## src/rtl/sha256_pkg.sv

```systemverilog
// Constants and helpers shared by the SHA-256 front end.
// The padder packs the message into 16-word blocks and replays each block as a 64-cycle burst.
package sha256_pkg;
  localparam int          BLOCK_WORDS = 16;
  localparam int          BURST_LEN   = 64;
  localparam int          LEN_W       = 64;
  localparam logic [31:0] PAD_MARKER  = 32'h8000_0000;

  typedef enum logic [2:0] {
    ST_IDLE,
    ST_FILL,
    ST_PAD,
    ST_PAD2,
    ST_EMIT,
    ST_GAP
  } pad_state_t;

  // Keep the first n bytes of a word and put the 0x80 marker right after them.
  // When n is 4 the word is full, so it is returned unchanged.
  function automatic logic [31:0] mark_last_word(input logic [31:0] d, input logic [2:0] n);
    case (n)
      3'd0:    return PAD_MARKER;
      3'd1:    return {d[31:24], 24'h80_0000};
      3'd2:    return {d[31:16], 16'h8000};
      3'd3:    return {d[31:8], 8'h80};
      default: return d;
    endcase
  endfunction
endpackage

```

## src/rtl/sha256_block_buf.sv

```systemverilog
// 16x32 block buffer: one synchronous write port and one combinational read port.
module sha256_block_buf
  import sha256_pkg::*;
(
  input  logic        clk,
  input  logic        i_we,
  input  logic [3:0]  i_widx,
  input  logic [31:0] i_wdata,
  input  logic [3:0]  i_ridx,
  output logic [31:0] o_rdata
);
  logic [31:0] r_mem [BLOCK_WORDS];

  always_ff @(posedge clk) begin
    if (i_we) r_mem[i_widx] <= i_wdata;
  end

  assign o_rdata = r_mem[i_ridx];
endmodule

```

## src/rtl/sha256_msg_padder.sv

```systemverilog
// SHA-256 message padder: fills 512-bit blocks from a word stream, applies the padding,
// and replays each finished block to the schedule as an uninterrupted 64-cycle burst.
//  state | meaning
//  IDLE  | waiting for the first word of a message (in_ready=1)
//  FILL  | accepting message words into the buffer (in_ready=1)
//  PAD   | marker / zero fill / length words after the last message word
//  PAD2  | extra block: zero fill plus length (marker may still be pending)
//  EMIT  | 64-cycle burst; words 0..15 on data with write_enable
//  GAP   | GAP_CYCLES idle cycles after each burst
module sha256_msg_padder
  import sha256_pkg::*;
#(
  parameter int GAP_CYCLES = 2
) (
  input  logic        clk,
  input  logic        reset,
  input  logic [31:0] i_in_data,
  input  logic        i_in_valid,
  input  logic        i_in_last,
  input  logic [2:0]  i_in_nbytes,
  output logic        o_in_ready,
  output logic [31:0] o_data,
  output logic        o_write_enable,
  output logic        o_inner_busy,
  output logic        o_block_first,
  output logic        o_block_last,
  output logic        o_msg_done
);
  localparam logic [7:0] GAP_LOAD = 8'(GAP_CYCLES - 1);
  localparam logic [5:0] K_LAST   = 6'(BURST_LEN - 1);

  pad_state_t r_state, w_next;
  logic [3:0]  r_idx;
  logic [5:0]  r_k;
  logic [7:0]  r_gap;
  logic [60:0] r_bytes;
  logic        r_in_ready;
  logic        r_mark_pend;
  logic        r_more;
  logic        r_final;
  logic        r_first;

  logic             w_acc;
  logic             w_we;
  logic [31:0]      w_wdata;
  logic [31:0]      w_rdata;
  logic [2:0]       w_n;
  logic [LEN_W-1:0] w_len;

  assign w_acc = r_in_ready & i_in_valid;
  assign w_n   = (i_in_last && i_in_nbytes < 3'd4) ? i_in_nbytes : 3'd4;
  assign w_len = {r_bytes, 3'b000};

  always_comb begin
    w_next  = r_state;
    w_we    = 1'b0;
    w_wdata = '0;
    case (r_state)
      ST_IDLE, ST_FILL: begin
        if (w_acc) begin
          w_we    = 1'b1;
          w_wdata = mark_last_word(i_in_data, w_n);
          if (r_idx == 4'd15)  w_next = ST_EMIT;
          else if (i_in_last)  w_next = ST_PAD;
          else                 w_next = ST_FILL;
        end
      end
      ST_PAD, ST_PAD2: begin
        // Reaching word 14 with no marker pending means the marker sits at 13 or below,
        // so the length fits in this block.
        w_we = 1'b1;
        if (r_mark_pend)                    w_wdata = PAD_MARKER;
        else if (r_idx == 4'd14)            w_wdata = w_len[63:32];
        else if (r_idx == 4'd15 && r_final) w_wdata = w_len[31:0];
        if (r_idx == 4'd15) w_next = ST_EMIT;
      end
      ST_EMIT: begin
        if (r_k == K_LAST) w_next = ST_GAP;
      end
      ST_GAP: begin
        if (r_gap == '0) w_next = r_final ? ST_IDLE : (r_more ? ST_FILL : ST_PAD2);
      end
      default: w_next = ST_IDLE;
    endcase
  end

  always_ff @(posedge clk) begin
    if (reset) begin
      r_state     <= ST_IDLE;
      r_idx       <= '0;
      r_k         <= '0;
      r_gap       <= '0;
      r_bytes     <= '0;
      r_in_ready  <= 1'b0;
      r_mark_pend <= 1'b0;
      r_more      <= 1'b0;
      r_final     <= 1'b0;
      r_first     <= 1'b0;
    end else begin
      r_state    <= w_next;
      r_in_ready <= (w_next == ST_IDLE) || (w_next == ST_FILL);
      if (w_we) r_idx <= r_idx + 4'd1;
      if (w_acc) begin
        r_bytes     <= ((r_state == ST_IDLE) ? '0 : r_bytes) + 61'(w_n);
        r_more      <= !i_in_last;
        r_mark_pend <= i_in_last && (w_n == 3'd4);
        if (r_state == ST_IDLE) begin
          r_first <= 1'b1;
          r_final <= 1'b0;
        end
      end
      if (r_state == ST_PAD || r_state == ST_PAD2) begin
        if (r_mark_pend)          r_mark_pend <= 1'b0;
        else if (r_idx == 4'd14)  r_final     <= 1'b1;
      end
      if (r_state == ST_EMIT) begin
        r_k <= r_k + 6'd1;
        if (r_k == K_LAST) begin
          r_gap   <= GAP_LOAD;
          r_first <= 1'b0;
        end
      end
      if (r_state == ST_GAP) r_gap <= r_gap - 8'd1;
    end
  end

  sha256_block_buf u_buf (
    .clk     (clk),
    .i_we    (w_we),
    .i_widx  (r_idx),
    .i_wdata (w_wdata),
    .i_ridx  (r_k[3:0]),
    .o_rdata (w_rdata)
  );

  assign o_in_ready     = r_in_ready;
  assign o_inner_busy   = (r_state == ST_EMIT);
  assign o_write_enable = o_inner_busy && (r_k[5:4] == 2'b00);
  assign o_data         = o_write_enable ? w_rdata : '0;
  assign o_block_first  = o_inner_busy && (r_k == '0) && r_first;
  assign o_block_last   = o_inner_busy && (r_k == '0) && r_final;
  assign o_msg_done     = (r_state == ST_GAP) && (r_gap == '0) && r_final;
endmodule

```

## config.mk

```make
export PLATFORM = sky130hd
export DESIGN_NAME = sha256_msg_padder
export DESIGN_NICKNAME = d
export VERILOG_FILES = /design/src/rtl/sha256_pkg.sv /design/src/rtl/sha256_block_buf.sv /design/src/rtl/sha256_msg_padder.sv
export SDC_FILE = /design/constraint.sdc
export NUM_CORES = 1
export LEC_CHECK = 0
export ABC_AREA = 1
export BUFFER_PORTS_ARGS = -buffer_cell sky130_fd_sc_hd__buf_4
export CAP_MARGIN = 0
export CORE_UTILIZATION = 45
export CTS_BUF_LIST = sky130_fd_sc_hd__clkbuf_4 sky130_fd_sc_hd__clkbuf_8 sky130_fd_sc_hd__clkbuf_16
export DETAILED_ROUTE_END_ITERATION = 16
export GPL_TIMING_DRIVEN = 0
export PLACE_DENSITY = 0.67
export SLEW_MARGIN = 15
export SYNTH_ARGS = -nofsm -noshare
export SYNTH_HDL_FRONTEND = slang
export SYNTH_SLANG_ARGS = --single-unit
```

## constraint.sdc

```tcl
create_clock -name clk -period 6.85 [get_ports clk]
set_input_delay 1.37 -clock clk [delete_from_list [all_inputs] [get_ports clk]]
set_output_delay 1.37 -clock clk [all_outputs]
set_load 0.05 [all_outputs]
```

Word-level counts from Yosys, hierarchy flattened
Memories as Yosys holds them, arrays and structs flattened. A register that Yosys moved wholly into a read port is not among the register bits.
Cells that the tools add are included.
{"block": "totals", "ff_bits": 87, "mem_bits_rw": 512, "inputBits": 39, "output_inout_bits": 38, "elab_cells": 92, "memories": 1}
{"name": "u_buf.r_mem", "depth": 16, "width": 32, "read_ports": 1, "rd_ports_with_merged_regs": 1, "write_ports": 1, "line": "sha256_block_buf.sv:12", "rtl": "logic [31:0] r_mem [BLOCK_WORDS];"}
{"block": "classes", "add_sub_neg": 4, "magnitude_cmp": 1, "eq_ne": 13, "muxes": 39, "bitwise_logic": 1, "reduce_logical": 23}
{"op": "$mux 32", "n": 5}
{"op": "$pmux 32 s4", "n": 1}
{"op": "$pmux 32 s2", "n": 1}
{"op": "$add 61x3->61", "n": 1}
{"op": "$mux 61", "n": 1}
{"op": "$mux 8", "n": 3}
{"op": "$mux 3", "n": 6}
{"op": "$mux 1", "n": 15}
{"op": "$eq 3x2->1 const B", "n": 4}
{"op": "$pmux 3 s4", "n": 1}
{"op": "$eq 3x1->1 const B", "n": 3}
{"op": "$eq 3x3->1 const B", "n": 3}
{"op": "$logic_and 1x1->1", "n": 9}
{"op": "$logic_not 3->1", "n": 3}
{"op": "$eq 4x4->1 const B", "n": 2}
{"op": "$logic_not 8->1", "n": 1}
{"op": "$mux 4", "n": 2}
{"op": "$sub 8x1->8 const B", "n": 1}
{"op": "$add 6x1->6 const B", "n": 1}
{"op": "$eq 6x6->1 const B", "n": 1}
{"op": "$logic_not 6->1", "n": 1}
{"op": "$mux 2", "n": 3}
{"op": "$add 4x1->4 const B", "n": 1}
{"op": "$reduce_bool 2->1", "n": 2}
{"op": "other kinds (8)", "n": 10}

Depth between registers and ports, before layout
Gate-level depths: netlist of the first run.
{"block": "logic_depth", "word_depth": 8, "ltp_mapped": 20, "depth_no_buf": 20}

Hierarchy
A second synthesis of the first run with hierarchy kept.
{"block": "unflattened", "hier_cells": 3169, "area_unflattened_um2": 28576.2}
{"mod": "sha256_block_buf", "instances": 1, "cells_per_inst": 2088, "area_per_inst_um2": 22089.9, "seq_area_each_um2": 15374.7}
{"mod": "sha256_msg_padder", "instances": 1, "cells_per_inst": 1081, "area_per_inst_um2": 6486.2, "seq_area_each_um2": 1741.7}

Least setup slack after synthesis of the first run
OpenSTA, ideal clock, no wires.
{"block": "synth_timing", "path_type": "flip-flop to output port", "startpoint": "reg r_state[2]", "endpoint": "out o_data[22]", "arrival_time_ns": 3.124, "required_time_ns": 5.480, "slack_ns": 2.356, "stages_incl_launch_ff": 10, "n_path_buf": 1, "path_cell_list": "dfxtp_1 -> inv_1 -> nor2_1 -> inv_1 -> nor2_1 -> inv_2 -> nor3_2 -> buf_2 -> nand2_1 -> a31oi_1"}
{"block": "synth_via", "elab_chain_cells": 3}
{"item": "start: declaration", "line": "sha256_msg_padder.sv:32", "rtl": "pad_state_t r_state, w_next;"}
{"item": "start signal: assignment", "line": "sha256_msg_padder.sv:100", "rtl": "r_state <= w_next;"}
{"item": "$eq 3x3->1", "line": "sha256_msg_padder.sv:137", "rtl": "assign o_inner_busy = (r_state == ST_EMIT);"}
{"item": "named net o_inner_busy", "line": "sha256_msg_padder.sv:24", "rtl": "output logic o_inner_busy,"}
{"item": "$logic_and 1x1->1", "line": "sha256_msg_padder.sv:138", "rtl": "assign o_write_enable = o_inner_busy && (r_k[5:4] == 2'b00);"}
{"item": "named net o_write_enable", "line": "sha256_msg_padder.sv:23", "rtl": "output logic o_write_enable,"}
{"item": "$mux 32", "line": "sha256_msg_padder.sv:139", "rtl": "assign o_data = o_write_enable ? w_rdata : '0;"}
{"item": "end: declaration", "line": "sha256_msg_padder.sv:22", "rtl": "output logic [31:0] o_data,"}
The timed path passes the listed nets, and every way through them passes these cells.

==> run summary, run 1 <==
The relative max-transition margin was 0.2609; the longest individual stage delay on the worst path was 500 ps. Relative to the synthesized area, the layout overhead comes to 16.83%. The tools report the number of global-route vias before repair as 19477.

The run gives 0 as the initial antenna violation count. The flip-flop cell with the highest count after synthesis was sky130_fd_sc_hd__edfxtp_1. The deepest clock path buffer count is 3, and the estimated wirelength of the detail-placed design is 58.26 mm. Dividing the detail-routed wire length by the instance count gives 23.26 um. STA classifies the critical path endpoint as an output pin.

In this run the clock root is driven by a sky130_fd_sc_hd__clkbuf_16. The first global-routing pass estimated 121.0 mm of wire. The worst-case IR drop observed on VDD is 163.5 uV.

The run gives 0 as the count of endpoints failing hold in the final timing report. The number of input and output port buffers inserted is 76. The number of hold buffers added after CTS was 0. The tools report the count of pins on the block boundary as 77. Async set or reset register ratio after synthesis: 0.

In this run the worst path has a maximum fanout of 10. After detailed routing, the number of remaining DRC violations is 0. Power density over cell area: 248.6 mW/mm2. The power after layout is 7.781 mW, and the number of nets in the layout is 2735.

Setup repair after global routing left no endpoint under its margin. The die area is 0.06050 mm2. The die width is 246.0 um, and the number of iterations in the first detailed-routing pass is 7.

The minimum clock period is 5345 ps. The fraction of final layout cells with drive strength greater than 1 is 0.1212. The flow ran to the end, and the final reports show no timing, DRC or antenna violations. The tools report the number of cell rows as 89. At the end of routability-driven placement, the weighted congestion stood at 0.9706.

The period utilization was 0.7802; the number of pins with negative max-slew slack in the final report was 0. After synthesis, the netlist uses 49 different library cells. In this run the static leakage power is 10.77 nW. At the later pin of the worst-skew pair, clock insertion delay measures 620 ps. The tools report the post-CTS setup repair buffer count as 0. The number of nets in the synthesized netlist is 2551.

Grouping stages by cell kind, the critical path spends the most delay in buffers and inverters. TritonCTS built the clock tree. Global routing finished with a remaining overflow of 0. For the global-route usage over all layers, the log shows 0.2723. Among all cell types in the netlist, the one instantiated most often is sky130_fd_sc_hd__edfxtp_1. After floorplanning, the core was sized to cover 0.05891 mm2.

For the final routed database, the setup TNS stands at 0 ps. Largest net degree at the start of global routing: 23. Number of flops mapped to enable cells by yosys: 512.

Routed wire length: 81.67 mm. The number of cells produced by synthesis is 2503, and the synthesized area divided by synthesized cell count is 10.70 um2. The first routing iteration left 1811 violations. The transition time at the pin with the least slew margin was 1109 ps.

Path type of the worst min-delay path: reg2reg. In the routed layout, each cell is associated on average with a via count of 5.630. Y dimension of the die: 246.0 um.

The utilization after layout came out at 0.5312. Sorting the synthesized cells by area gives the leading types as sky130_fd_sc_hd__edfxtp_1 57%, sky130_fd_sc_hd__dfxtp_1 6.8%, sky130_fd_sc_hd__o21ai_0 5.5%. After synthesis the cells add up to 0.02678 mm2.

Ranked by instance count, the synthesized netlist is headed by 512 x sky130_fd_sc_hd__edfxtp_1, 383 x sky130_fd_sc_hd__nand2_1, 295 x sky130_fd_sc_hd__o21ai_0. In this run, synthesis produced a sequential element count of 603. The tools report the effective utilization at floorplan as 0.4547. Required time of the worst setup path: 5480 ps.

For this design, the sink count on the clock tree is 603. The critical path is of the reg2out type. The arrival time at the worst endpoint is 3970 ps, and the worst path buffer plus inverter count is 5.

Summing over every cut layer, the via total after detailed routing is 19771. Number of violations of the max-capacitance limit: 0. Walking the worst path, the cells encountered are clkbuf_1 -> buf_2 -> buf_2 -> clkbuf_1 -> o21ai_0 -> o21ai_0 -> o21ai_1 -> nand2_1 -> nand2_1 -> a31oi_1 -> buf_4. The sequential element share of the synthesized area was 0.6420. The tools report the startpoint type of the worst setup path as a flip-flop. On the critical path, the stage with the largest delay is an instance of sky130_fd_sc_hd__clkbuf_1. Clock transition time at the flip-flop clock pins of the worst setup and hold paths: 60 ps. During synthesis, Yosys emitted a total of 0 warnings. Clock tree synthesis inserted a total of 66 buffers. Clock skew on the completed layout was measured at 28.98 ps. The repair_antennas step left the layout with diodes totalling 0. The number of gates given a new drive strength after cts came out at 0. The area fraction of the dominant cell type after synthesis works out to 0.5740. The post-synthesis cell type with the largest combined area is sky130_fd_sc_hd__edfxtp_1. Tightest hold margin: 463.7 ps. The tools report the deepest level of the CTS H-tree as 3. The total of endpoints with negative setup slack in the final report is 0. For this run, the top clock speed supported by timing is 187.1 MHz. In this run the remaining antenna-violating nets after routing total 0.
-- per-stage QoR --
step / area [um2] / instances / setup WS (ps)
3_3_place_gp: 28320 / 3352 / 1074
4_1_cts: 31260 / 3508 / 1531
2_1_floorplan: 26780 / 2503 / 2356
5_1_grt: 31290 / 3512 / 1402
6_report: 31290 / 3512 / 1506
3_5_place_dp: 29120 / 3388 / 2189
-- final cells by class --
cell class / instances / area, um2
plain buffers: 123 / 540.5
clock buffers: 84 / 1839
clock inverters: 36 / 304.0
fillers: 5041 / 27620
inverters: 295 / 1107
multi-input cells: 1482 / 8147
flip-flops and latches: 603 / 17200
well taps: 773 / 967.2
repair buffers: 116 / 1191
-- placed cells by master, fill, tap and decap left out, types with 5 or more instances in the layout --
cell type | Yosys | layout
sky130_fd_sc_hd__nor3_2 | 5 | 5
sky130_fd_sc_hd__buf_4 | 5 | 94
sky130_fd_sc_hd__buf_1 | 16 | 16
sky130_fd_sc_hd__nor3_1 | 28 | 28
sky130_fd_sc_hd__buf_12 | 0 | 11
sky130_fd_sc_hd__o21ai_1 | 14 | 18
sky130_fd_sc_hd__ha_1 | 9 | 9
sky130_fd_sc_hd__buf_16 | 0 | 8
sky130_fd_sc_hd__clkinv_2 | 0 | 8
sky130_fd_sc_hd__mux2i_1 | 128 | 128
sky130_fd_sc_hd__nor4_1 | 5 | 5
sky130_fd_sc_hd__a22oi_1 | 8 | 8
sky130_fd_sc_hd__o221ai_2 | 0 | 11
sky130_fd_sc_hd__nand3_1 | 82 | 82
sky130_fd_sc_hd__nor2_1 | 169 | 152
sky130_fd_sc_hd__dfxtp_1 | 91 | 91
sky130_fd_sc_hd__clkbuf_16 | 0 | 69
sky130_fd_sc_hd__nand3_2 | 10 | 10
sky130_fd_sc_hd__clkinv_1 | 1 | 14
sky130_fd_sc_hd__edfxtp_1 | 512 | 512
sky130_fd_sc_hd__a31oi_1 | 34 | 34
sky130_fd_sc_hd__nor2_4 | 4 | 20
sky130_fd_sc_hd__o21ai_0 | 295 | 287
sky130_fd_sc_hd__nand4_1 | 21 | 21
sky130_fd_sc_hd__nor2_2 | 12 | 13
sky130_fd_sc_hd__a21oi_1 | 181 | 181
sky130_fd_sc_hd__inv_1 | 286 | 286
sky130_fd_sc_hd__inv_2 | 8 | 8
sky130_fd_sc_hd__buf_2 | 21 | 21
sky130_fd_sc_hd__buf_6 | 3 | 9
sky130_fd_sc_hd__o211ai_1 | 43 | 43
sky130_fd_sc_hd__nand2_1 | 383 | 383
sky130_fd_sc_hd__clkbuf_4 | 0 | 17
sky130_fd_sc_hd__clkbuf_1 | 77 | 77
-- registers in the layout (all words and copies together), names as in the netlist, named ones only --
register,cells
r_mark_pend,1
r_first,1
r_gap,8
r_final,1
u_buf.r_mem,512
o_in_ready,1
r_bytes,61
r_idx,4
r_k,6
r_state,3
r_more,1
-- per-layer routing --
metal	routed length (um)	track usage	vias to the layer above
met5	0	0	-
met4	3356	0.1271	0
met3	6128	0.03987	160
met2	39400	0.4537	879
met1	32790	0.3494	9605
li1	-	-	9127
-- path summary, 6_finish.rpt --
check,from,cells past startpoint,slack [ps],to
worst max-delay path,flip-flop,11,1510,o_data[31]
worst min-delay path,r_gap[7],1,460,r_gap[7]
worst max register to register,r_state[1],8,3160,u_buf.r_mem[10][12]
worst min register to register,r_gap[7],1,460,r_gap[7]
-- cells by family after synthesis --
family,Yosys count,synth area share
fa+ha+maj,9,0.004204
buf+inv,418,0.06152
flops,603,0.6420
simple gates,738,0.1208
compound gates,599,0.1210
mux,128,0.04783
xor+xnor,8,0.002616
-- where the power goes --
group          switching (mW)  internal (mW)
logic                   0.189         0.0691
clock network            1.48           2.03
registers             0.00928           4.00
(Power assumes the default switching activity.)
==> inputs of run 2 (changes only) <==
- ABC_AREA: 1 -> 0
- clock period: 6.85 -> 5.1 ns (I/O delays scaled with it)
==> run 2 against run 1 <==
- sequential cell count did not move
- critical endpoint is now o_data[1]
- register-to-register slack got worse by 2200 ps
- total power rose by 32%
- critical path type unchanged
- global-route usage fell by 3.6 points
- combinational power rose by 25%
- clock power rose by 29%
- largest cell class unchanged
- first-iteration DRC count rose by 12%
- cell count fell by 28%
==> run summary, run 2 <==
The synthesis-stage register bit count works out to 603 (unchanged). The path type of the worst min-delay path is reg2reg. The number of iterations in the first detailed-routing pass is 8 (+1), and the relative area change from synthesis to final layout is 15.85%. The number of buffers added by the clock tree synthesis step came out at 60 (-9.1%).

The flip-flop cell with the highest count after synthesis is sky130_fd_sc_hd__edfxtp_1. The run gives 22 (-4.3%) as the largest net degree at the start of global routing. For the combined area of the multi-input logic cells, the log shows 0.007625 mm2 (-6.4%). The count of pins on the block boundary was 77 (unchanged); the post-CTS setup repair buffer count was 0 (unchanged). The number of pins with negative max-slew slack in the final report was 0 (unchanged).

Among all stages on the critical path, the largest delay is contributed by sky130_fd_sc_hd__a211oi_1. The utilization after layout is 0.5305 (-0.0007310), and the total leakage power is 9.528 nW (-12%). Tightest hold margin: 479.2 ps (+15.53 ps). The critical path goes through buf_4 -> buf_2 -> nand2b_1 -> nor2_1 -> nand2_1 -> clkbuf_1 -> a211oi_1 -> buf_4. The number of flops mapped to enable cells by yosys is 512 (unchanged). The worst-path maximum fanout was 10 (unchanged); the estimated wirelength of the detail-placed design was 45.43 mm (-22%). Fraction of final layout cells with drive strength greater than 1: 0.2297 (+0.1085). The initial antenna violation count was 0 (unchanged). Total of endpoints with negative setup slack in the final report: 0 (unchanged).

The synthesized area divided by synthesized cell count is 16.13 um2 (+51%). The maximum clock skew at final layout is 29.18 ps (+0.1986 ps). The final global-route overflow total is 0 (unchanged). Of all cell types, the one taking the most synthesized area is sky130_fd_sc_hd__edfxtp_1.

The tools report the number of cells produced by synthesis as 1573 (-37%). For the net count after synthesis, the log shows 1621 (-36%). The deepest clock path buffer count came out at 3 (unchanged). The register name with the most flops was u_buf.r_mem.

The wire length of the first global-routing pass came out at 98.53 mm (-19%). Among cell families on the critical path, the largest total delay comes from simple AND/OR/NAND/NOR gates. Most prevalent standard cell on the critical path: sky130_fd_sc_hd__buf_4. The area fraction of the dominant cell type after synthesis is 0.6059 (+0.03187), and the number of nets in the layout is 1781 (-35%).

The worst path buffer plus inverter count was 4 (-1); the number of flip-flops under the largest register name was 512 (unchanged). The number of violations of the max-capacitance limit was 0 (unchanged). The root buffer cell chosen for the clock tree is sky130_fd_sc_hd__clkbuf_16. The detailed-route DRC error count is 0 (unchanged).

The clock transition time at the flip-flop clock pins of the worst setup and hold paths works out to 60 ps (about the same). The effective utilization at floorplan came out at 0.4579 (+0.003229). The startpoint type of the worst setup path is a flip-flop. The worst setup path is captured at an output pin. Longest individual stage delay on the worst path: 610 ps (+110 ps).

The routed via count divided by cell count works out to 6.108 (+8.5%). For the required time of the worst setup path, the log shows 4080 ps (-1400 ps). The distinct cell type count after synthesis was 72 (+47%); the number of gates given a new drive strength after cts was 0 (unchanged). Clock insertion delay at the later pin of the skew report: 630 ps (about the same). The relative max-transition margin came out at 0.1722 (-0.08863). Among all cell types in the netlist, the one instantiated most often is sky130_fd_sc_hd__edfxtp_1. Number of cell rows: 86 (-3.4%).

The tools report the count of endpoints failing hold in the final timing report as 0 (unchanged). The run gives 0 (unchanged) as the number of nets with antenna violations after detailed routing. Sorting the synthesized cells by how often they occur yields 512 x sky130_fd_sc_hd__edfxtp_1, 128 x sky130_fd_sc_hd__mux4_2, 91 x sky130_fd_sc_hd__dfxtp_1. The deepest level of the CTS H-tree came out at 2 (-1). Leaving out fill and tap cells, the most frequent cell in the layout is sky130_fd_sc_hd__edfxtp_1. TritonCTS built the clock tree. The routed via count is 15478 (-22%), and the standard cell core area is 0.05542 mm2 (-5.9%).

Transition time at the pin with the least slew margin: 1230 ps (+121.6 ps). By area the synthesized netlist is led by sky130_fd_sc_hd__edfxtp_1 61%, sky130_fd_sc_hd__mux4_2 11%, sky130_fd_sc_hd__dfxtp_1 7.2%. For the clock sink count, the log shows 603 (unchanged).

The type of the setup path with the least slack is reg2out. The peak supply drop was 298.2 uV (+82%); the number of input and output port buffers inserted was 76 (unchanged). The worst slack at placement was 879.5 ps (-1309 ps). Global-route usage over all layers: 0.2359 (-0.03640).

The flow ran to the end, and the final reports show no timing, DRC or antenna violations. The final-layout fill cell count was 4419 (-12%); the arrival time at the worst endpoint was 3930 ps (-40 ps). For the register area, the log shows 0.01720 mm2 (unchanged).

Timing would allow up to 202.1 MHz. The power density over cell area is 348.5 mW/mm2 (+40%), and the detail-routed net length per standard cell is 26.17 um (+13%). The number of design-rule violations left by the first detailed-router iteration was 2029 (+12%); the number of global-route vias before repair was 15256 (-22%). The routability-driven placement congestion ratio came out at 0.9231 (-4.9%).

The routed wire length is 66.31 mm (-19%). The run gives 0.05734 mm2 (-5.2%) as the die area. Setup repair after global routing left no endpoint under its margin.

The logs give 0 (unchanged) for the number of hold buffers added after cts and 0 (unchanged) for the Yosys warning count. The die width was 239.5 um (-2.6%). For the worst setup slack after layout, the log shows 153.1 ps (-1352 ps). The largest registers in the layout are u_buf.r_mem x512, r_bytes x61, r_gap x8. The async set or reset register ratio after synthesis came out at 0 (unchanged). The y dimension of the die is 239.5 um (-2.6%), and the period utilization is 0.9700.

The logs give 0.6777 (+0.03565) for the sequential element share of the synthesized area and 0.02538 mm2 (-5.3%) for the mapped cell area. The library cells used most frequently in the layout, excluding fill and tap cells, are 512 x sky130_fd_sc_hd__edfxtp_1, 128 x sky130_fd_sc_hd__mux4_2, 91 x sky130_fd_sc_hd__dfxtp_1, 84 x sky130_fd_sc_hd__buf_4, 79 x sky130_fd_sc_hd__nand2_1. The minimum clock period works out to 4947 ps.
run 2: worst paths after layout:
path / from / endpoint / slack (ps) / cells past startpoint
hold reg to reg: r_gap[1] / r_gap[1] / 480 / 2
setup / recovery: r_state[1] / o_data[1] / 150 / 8
hold / removal: r_gap[1] / r_gap[1] / 480 / 2
setup reg to reg: r_state[0] / r_bytes[56] / 1000 / 12
run 2: power by group:
part	switching (mW)	total, mW	internal (mW)
Sequential	0.0168	5.39	5.38
Combinational	0.222	0.323	0.101
Clock	1.92	4.53	2.61
Total	2.15	10.2	8.09
run 2: logic make-up after synthesis:
group	synth area share
compound gates	0.07372
xor+xnor	0.008974
fa+ha+maj	0.004438
buf+inv	0.02322
flops	0.6777
mux	0.1299
simple gates	0.08205
run 2: tightest hold or removal path, stage by stage, from the launching register on:
cell                      delay [ps]
sky130_fd_sc_hd__dfxtp_1         310
sky130_fd_sc_hd__o21ai_0          60
sky130_fd_sc_hd__a21oi_1          60
run 2: layout make-up:
| cell class | count | share of cell area |
|---|---|---|
| multi-input combinational | 827 | 0.2594 |
| clock buffer | 70 | 0.05448 |
| inverter | 43 | 0.005491 |
| buffer | 100 | 0.01456 |
| clock inverter | 44 | 0.01507 |
| tap | 748 | 0.03184 |
| timing repair buffer | 98 | 0.03413 |
| antenna | 1 | 0.00008512 |
| sequential | 603 | 0.5850 |
run 2: metrics by stage:
step | power (mW) | std cells | area, um2 | TNS, ps
2_1_floorplan | 5.663 | 1573 | 25380 | 0
3_3_place_gp | 5.797 | 2397 | 26880 | -66620
3_5_place_dp | 5.815 | 2419 | 27350 | 0
4_1_cts | 10.29 | 2533 | 29390 | 0
5_1_grt | 10.50 | 2533 | 29390 | 0
6_report | 10.24 | 2534 | 29400 | 0
run 2: layer usage:
| metal | GRT usage | vias to the layer above | wire (um) |
|---|---|---|---|
| li1 | - | 6706 | - |
| met5 | 0 | - | 0 |
| met1 | 0.3272 | 7957 | 27380 |
| met4 | 0.07265 | 0 | 1948 |
| met3 | 0.04575 | 108 | 5393 |
| met2 | 0.3769 | 707 | 31580 |
